<file path="src/rtl/crank_wheel_gen.sv">
// Missing-tooth crank trigger-wheel generator: emits tooth_cnt positions per revolution,
// the last teeth_missing of which stay low, with a one-cycle strobe at the start of tooth 0.
module crank_wheel_gen #(
    parameter int PERIOD_W = 32,
    parameter int CNT_W    = 16
) (
    input  logic                clk,
    input  logic                reset_n,
    input  logic                en,
    input  logic [CNT_W-1:0]    tooth_cnt,
    input  logic [CNT_W-1:0]    teeth_missing,
    input  logic [PERIOD_W-1:0] tooth_period,
    output logic                vr_out,
    output logic                rev_strobe,
    output logic [CNT_W-1:0]    tooth_idx,
    output logic                running,
    output logic                cfg_err,
    output logic [1:0]          state_dbg
);

    localparam logic [1:0] ST_IDLE = 2'd0;
    localparam logic [1:0] ST_HIGH = 2'd1;
    localparam logic [1:0] ST_LOW  = 2'd2;
    localparam logic [1:0] ST_GAP  = 2'd3;

    logic [1:0]          state_q, state_d;
    logic [PERIOD_W-1:0] pc_q, pc_d;
    logic [CNT_W-1:0]    idx_q, idx_d;
    logic [CNT_W-1:0]    cnt_q, cnt_d;
    logic [CNT_W-1:0]    miss_q, miss_d;
    logic [PERIOD_W-1:0] per_q, per_d;
    logic                vr_q, vr_d;
    logic                strobe_q, strobe_d;
    logic                run_q, run_d;
    logic                err_q, err_d;

    logic                in_valid;
    logic [PERIOD_W-1:0] in_hi;
    logic [PERIOD_W-1:0] sh_hi;
    logic [PERIOD_W-1:0] sh_lo;
    logic                pc_zero;
    logic                last_pos;
    logic [CNT_W-1:0]    nxt_idx;
    logic                nxt_missing;
    logic                take_sample;

    // Live inputs are only ever looked at here, at a sample point.
    assign in_valid = (tooth_cnt >= CNT_W'(2)) &&
                      (teeth_missing < tooth_cnt) &&
                      (tooth_period >= PERIOD_W'(2));
    assign in_hi    = tooth_period >> 1;

    assign sh_hi       = per_q >> 1;
    assign sh_lo       = per_q - sh_hi;
    assign pc_zero     = (pc_q == '0);
    assign last_pos    = (idx_q == cnt_q - CNT_W'(1));
    assign nxt_idx     = idx_q + CNT_W'(1);
    assign nxt_missing = (nxt_idx >= cnt_q - miss_q);

    always_comb begin
        state_d     = state_q;
        pc_d        = pc_q;
        idx_d       = idx_q;
        cnt_d       = cnt_q;
        miss_d      = miss_q;
        per_d       = per_q;
        err_d       = err_q;
        strobe_d    = 1'b0;
        take_sample = 1'b0;

        if (!en) begin
            state_d = ST_IDLE;
            idx_d   = '0;
            pc_d    = '0;
        end else begin
            case (state_q)
                ST_IDLE: take_sample = 1'b1;
                ST_HIGH: begin
                    if (pc_zero) begin
                        state_d = ST_LOW;
                        pc_d    = sh_lo - PERIOD_W'(1);
                    end else begin
                        pc_d = pc_q - PERIOD_W'(1);
                    end
                end
                ST_LOW, ST_GAP: begin
                    if (!pc_zero) begin
                        pc_d = pc_q - PERIOD_W'(1);
                    end else if (last_pos) begin
                        take_sample = 1'b1;
                    end else begin
                        idx_d = nxt_idx;
                        if (nxt_missing) begin
                            state_d = ST_GAP;
                            pc_d    = per_q - PERIOD_W'(1);
                        end else begin
                            state_d = ST_HIGH;
                            pc_d    = sh_hi - PERIOD_W'(1);
                        end
                    end
                end
                default: state_d = ST_IDLE;
            endcase
        end

        // Start-up and every wrap share one path: tooth 0 is never a missing position.
        if (take_sample) begin
            idx_d = '0;
            if (in_valid) begin
                state_d  = ST_HIGH;
                pc_d     = in_hi - PERIOD_W'(1);
                cnt_d    = tooth_cnt;
                miss_d   = teeth_missing;
                per_d    = tooth_period;
                strobe_d = 1'b1;
                err_d    = 1'b0;
            end else begin
                state_d = ST_IDLE;
                pc_d    = '0;
                err_d   = 1'b1;
            end
        end
    end

    assign vr_d  = (state_d == ST_HIGH);
    assign run_d = (state_d != ST_IDLE);

    always_ff @(posedge clk or negedge reset_n) begin
        if (!reset_n) begin
            state_q  <= ST_IDLE;
            pc_q     <= '0;
            idx_q    <= '0;
            cnt_q    <= '0;
            miss_q   <= '0;
            per_q    <= '0;
            vr_q     <= 1'b0;
            strobe_q <= 1'b0;
            run_q    <= 1'b0;
            err_q    <= 1'b0;
        end else begin
            state_q  <= state_d;
            pc_q     <= pc_d;
            idx_q    <= idx_d;
            cnt_q    <= cnt_d;
            miss_q   <= miss_d;
            per_q    <= per_d;
            vr_q     <= vr_d;
            strobe_q <= strobe_d;
            run_q    <= run_d;
            err_q    <= err_d;
        end
    end

    assign vr_out     = vr_q;
    assign rev_strobe = strobe_q;
    assign tooth_idx  = idx_q;
    assign running    = run_q;
    assign cfg_err    = err_q;
    assign state_dbg  = state_q;

endmodule
</file>
<file path="config.mk">
export PLATFORM = sky130hd
export DESIGN_NAME = crank_wheel_gen
export DESIGN_NICKNAME = d
export VERILOG_FILES = /design/src/rtl/crank_wheel_gen.sv
export SDC_FILE = /design/constraint.sdc
export NUM_CORES = 1
export LEC_CHECK = 0
export CELL_PAD_IN_SITES_DETAIL_PLACEMENT = 1
export CELL_PAD_IN_SITES_GLOBAL_PLACEMENT = 2
export CORE_MARGIN = 10
export CORE_UTILIZATION = 35
export DETAILED_ROUTE_END_ITERATION = 10
export PLACE_DENSITY = 0.88
export SYNTH_ARGS = -nofsm -noshare
export SYNTH_HDL_FRONTEND = slang
export SYNTH_SLANG_ARGS = --single-unit
</file>
<file path="constraint.sdc">
create_clock -name clk -period 8.2 [get_ports clk]
set_clock_uncertainty 0.15 [all_clocks]
set_input_delay 0.82 -clock clk [delete_from_list [all_inputs] [get_ports clk]]
set_output_delay 0.82 -clock clk [all_outputs]
set_load 0.05 [all_outputs]
</file>
; ---- After elaboration in Yosys (flattened, before gate mapping)
; Index checks and enable logic that the tools add are counted.
[classes]
muxes = 28
n_eq_ne = 10
addsub = 9
n_reduce_logical = 9
n_lt_le_gt_ge = 4
[ops]
columns = operator, count
row1 = $mux W32, 7
row2 = $sub A32 B1 Y32 const B, 3
row3 = $mux W16, 5
row4 = $pmux W32 S2, 1
row5 = $sub A31 B1 Y32 const B, 2
row6 = $ge A32 B2 Y1 const B, 1
row7 = $logic_not A32 Y1, 1
row8 = $sub A32 B31 Y32, 1
row9 = $add A16 B1 Y16 const B, 1
row10 = $eq A16 B16 Y1, 1
row11 = $ge A16 B16 Y1, 1
row12 = $ge A16 B2 Y1 const B, 1
row13 = $lt A16 B16 Y1, 1
row14 = $sub A16 B1 Y16 const B, 1
row15 = $sub A16 B16 Y16, 1
row16 = $mux W2, 6
row17 = $mux W1, 7
row18 = $ne A3 B1 Y1 const B, 2
row19 = $ne A5 B5 Y1 const B, 1
row20 = $eq A2 B1 Y1 const B, 2
row21 = $eq A2 B2 Y1 const B, 2
row22 = $ne A4 B1 Y1 const B, 1
row23 = $pmux W2 S2, 1
row24 = $reduce_and A2 Y1, 2
row25 = 7 further kinds, 8
[totals]
word_cells = 70
out_inout_bits = 22
in_bits = 67
register_bits = 118

; ---- Longest topological paths before layout
[depth]
ltp_word = 9
mapped_depth = 32
depth_no_buf = 30

; ---- Worst setup path after synthesis
; OpenSTA, ideal clock, no wires.
[synth_timing]
path_kind = register to register
start = register cnt_q[0]
end = register pc_q[18]
arrival_time_ns = 7.104
required_time_ns = 7.924
setup_ns = 0.126
slack_ns = 0.820
n_path_buf = 2
synth_period_minus_slack_ns = 7.380
stages_incl_launch_ff = 32
cell_sequence = dfrtp_1 -> inv_1 -> ha_1 -> inv_1 -> fa_1 -> a21o_1 -> a21oi_1 -> o21bai_1 -> a21oi_1 -> nor2b_1 -> nor2_1 -> o21ai_0 -> o21ai_0 -> a311oi_1 -> ha_1 -> and4_1 -> nand4_1 -> or4_4 -> nand3_1 -> clkbuf_1 -> clkbuf_1 -> nor2_1 -> a21oi_1 -> ha_1 -> or4b_1 -> or3_1 -> or3_1 -> nand2b_1 -> a2111o_1 -> or4_1 -> o2111ai_1 -> o31ai_1
[synth_between]
elab_chain_cells = 8
elab_cells_between_ends = 17
classes_between = add/sub (2) / order compare (1) / eq/ne (3) / mux (10) / reduce/logical (1)
[synth_lines]
columns = element, line
row1 = from (decl), 29  ; logic [CNT_W-1:0] cnt_q, cnt_d;
row2 = from (signal assigned), 144  ; cnt_q <= cnt_d;
row3 = $sub A16 B16 Y16 / $sub A16 B1 Y16 (equally long branches), "58, 56"
row4 = $ge A16 B16 Y1 / $eq A16 B16 Y1 (equally long branches), "58, 56"
row5 = $mux W32 / $mux W1 (equally long branches), "93, 89"
row6 = $mux W32 / $mux W1 (equally long branches), "89, 87"
row7 = $mux W32 / $pmux W1 S2 (equally long branches), "87, 76"
row8 = $pmux W32 S2 / $mux W1 (equally long branches), "76, 71"
row9 = "$mux W32, or another cell as far along", 71  ; if (!en) begin
row10 = $mux W32 / $reduce_and A2 Y1 (equally long branches), --
row11 = to (signal assigned), 142  ; pc_q <= pc_d;
row12 = to (decl), 27  ; logic [PERIOD_W-1:0] pc_q, pc_d;
; Several ways; a longest one is shown, not always the timed one. The select of a mux whose other input is x is not followed.
; A chain may end at the register's enable or synchronous reset.

; ---- Final worst setup path
[layout_timing]
start = register cnt_q[0]
end = register pc_q[26]
; Same word-level chain as after synthesis.

==> summary.md <==
| Metric | Value |
|---|---|
| Outcome | `finished, final reports clean` |
| # setup viols final | `0` |
| Via count | `11,200` |
| Clock buffer count from CTS | `17` |
| HPWL Detailed | `31,300 um` |
| Fin. max-slew vios | `0` |
| Routed WL | `41,400 um` |
| Ranking of synthesized cells by area | `dfrtp_1 26%, ha_1 9.1%, xnor2_1 5.9%` |
| Die Width | `199 um` |
| Power Density | `307 mW/mm^2` |
| Synthesized flop and latch total | `118` |
| Mapped Cells | `1,384` |
| Clock insertion delay at the later pin of the skew report | `440 ps` |
| Wire per inst | `22.2 um` |
| Reg-to-reg endpoint | `pc_q[26]` |
| Number of inserted diodes | `0` |
| CTS tree | `done` |
| P_leak | `5.48 nW` |
| Htree depth | `4` |
| Most frequent cells in the layout | `124 x nand2_1, 118 x dfrtp_1, 90 x inv_1` |
| Critical Path RT | `8320 ps` |
| I/O Buffers | `88` |
| Clock slew at reported path FFs | `60 ps` |
| Setup TNS | `0 ps` |
| Post-synth top flop | `dfrtp_1` |
| Seq/Total Area, Yosys | `26.2%` |
| CTS max path bufs | `2` |
| Hold Violations, Final | `0` |
| First DRT Iteration DRCs | `765` |
| EDFF count, synth | `0` |
| Top layer in use | `met4` |
| Max Fanout on Critical Path | `6` |
| Vias in the first global route | `11,400` |
| Clk sinks | `118` |
| Slew margin rel. | `10.0%` |
| Net Count, Synth | `1,535` |
| Max Cap Violations | `0` |
| Min cycle time layout | `7620 ps` |
| Synth cell types | `86` |
| Max Freq | `131 MHz` |
| Post-synthesis async set-or-reset flop share | `100%` |
| Grt ovf | `0` |
| Die Area | `0.0398 sq mm` |
| Die Y | `199 um` |
| Met2 routed WL | `19,100 um` |
| Residual DRC count | `0` |
| Cell family with most CP delay | `simple AND/OR/NAND/NOR gates` |
| GP Congestion | `0.920` |
| Ys Warns | `0` |
| Layout cell share with drive strength beyond 1 | `5.26%` |
| Synth top area share | `26.2%` |
| Worst reg2reg path startpoint | `cnt_q[0]` |
| Tcrit/Tclk final | `93.0%` |
| Total Power | `4.04 mW` |
| Worst slew pin tran | `1320 ps` |
| Setup WS pre-CTS | `473 ps` |
| Metal-1 WL | `19,700 um` |
| Top Ports | `89` |
| Synthesis-to-layout area growth | `16.9%` |
| Critical Path Max Stage Delay | `510 ps` |
| VDD IR max | `0.172 mV` |
| Nature of the critical path endpoint | `register` |
| Commonest non-fill, non-tap cell in the layout | `nand2_1` |
| Worst Setup Start Kind | `register` |
| Root Buffer | `clkbuf_16` |
| Via density | `5.98` |
| Mean Syn Cell Area | `8.14 sq um` |
| Overall Global Routing Usage | `20.9%` |
| Row Count | `65` |
| WP depth | `29` |
| Reg2reg setup slack | `580 ps` |
| Yosys top cell by area | `dfrtp_1` |
| Antenna violations before repair | `0` |
| Worst Reg-to-Reg Cells | `29` |
| Largest net degree at the start of global routing | `75` |
| CP bufs+invs | `2` |
| HP Class | `in -> async` |
| Total Nets Final | `1,602` |
| Slowest cell on crit path | `or4b_1` |
| CP arrival | `7750 ps` |
| Core area | `0.0316 sq mm` |
| WL met3 | `1720 um` |
| Drt pass-1 iters | `5` |
| Starting Density | `35.6%` |
| Mapped cell area | `0.0113 sq mm` |
| Post-route ant nets | `0` |
| Global-route wire length before repair | `65,300 um` |
| Worst setup path category | `reg -> reg` |
| Final worst setup slack | `576 ps` |
how the worst max path moves through the flow:
stage / startpoint / end / slack (ps)
finish: cnt_q[0] / pc_q[26] / 580
global route: cnt_q[0] / pc_q[28] / -5
CTS: cnt_q[0] / pc_q[26] / 430
detailed placement: cnt_q[0] / pc_q[26] / 470
global placement: cnt_q[0] / pc_q[22] / 780
floorplan: cnt_q[0] / pc_q[18] / 820
sequential cells by signal (all words and copies together) (netlist names):
signal and cells:
state_dbg 2, running 1, miss_q 16, pc_q 32, cfg_err 1, tooth_idx 16
cnt_q 16, rev_strobe 1, vr_out 1, per_q 32
kinds of logic after synthesis:
logic type      Yosys count  synth area share, %
simple gates            474                 22.1
compound gates          375                 21.9
buf+inv                 153                 5.46
xor+xnor                131                 10.2
flops                   118                 26.2
fa+ha+maj                84                 9.46
mux                      49                 4.72
metrics by stage:
step	hold WS (ps)	util, %	instance area [sq um]	cells
floorplan	315	-	11300	1384
global placement	332	39.6	12500	1831
detailed placement	346	39.6	12500	1831
CTS	309	41.6	13100	1863
global route	338	41.7	13200	1866
finish	281	41.7	13200	1866
power by group:
group	internal, mW	switching [mW]	total [mW]
logic	0.917	1.35	2.26
clock network	0.514	0.310	0.825
registers	0.719	0.236	0.954
total	2.15	1.89	4.04
area by class of cell:
class | count | area (sq um)
fill | 3791 | 18500
multi-input combinational | 1113 | 7730
sequential | 118 | 2950
timing repair buffer | 107 | 1020
tap | 402 | 503
clock buffer | 19 | 443
inverter | 94 | 353
clock inverter | 13 | 180
cell usage after synthesis, drive strengths merged (8+ instances only):
cell type,instances
a21o,17
and3,21
a21oi,68
clkbuf,33
o21ai,108
nand3,36
o22ai,21
o211ai,24
nor2b,9
xor2,55
mux2,33
and2,8
nor4,37
nand3b,14
nor2,90
buf,26
nand4,19
or4,15
nand2,125
dfrtp,118
xnor2,76
ha,82
or3,15
o31ai,15
a2111oi,11
inv,91
nand2b,12
mux2i,16
a31oi,13
nor3,45
o32ai,8
o21a,8
a211oi,16
per-layer routing:
layer  global-route usage (%)  up-vias
met3                     3.18       49
li1                         -     5257
met4                     6.09        0
met2                     33.7      241
met5                        0        -
met1                     28.4     5615
what timing repair did:
action                     in CTS  in global routing
hold buffers                    0                  0
gates resized for setup         0                  5
setup endpoints to repair       0                  7
buffers inserted                0                  3
Power figures use the tool's default switching activity.
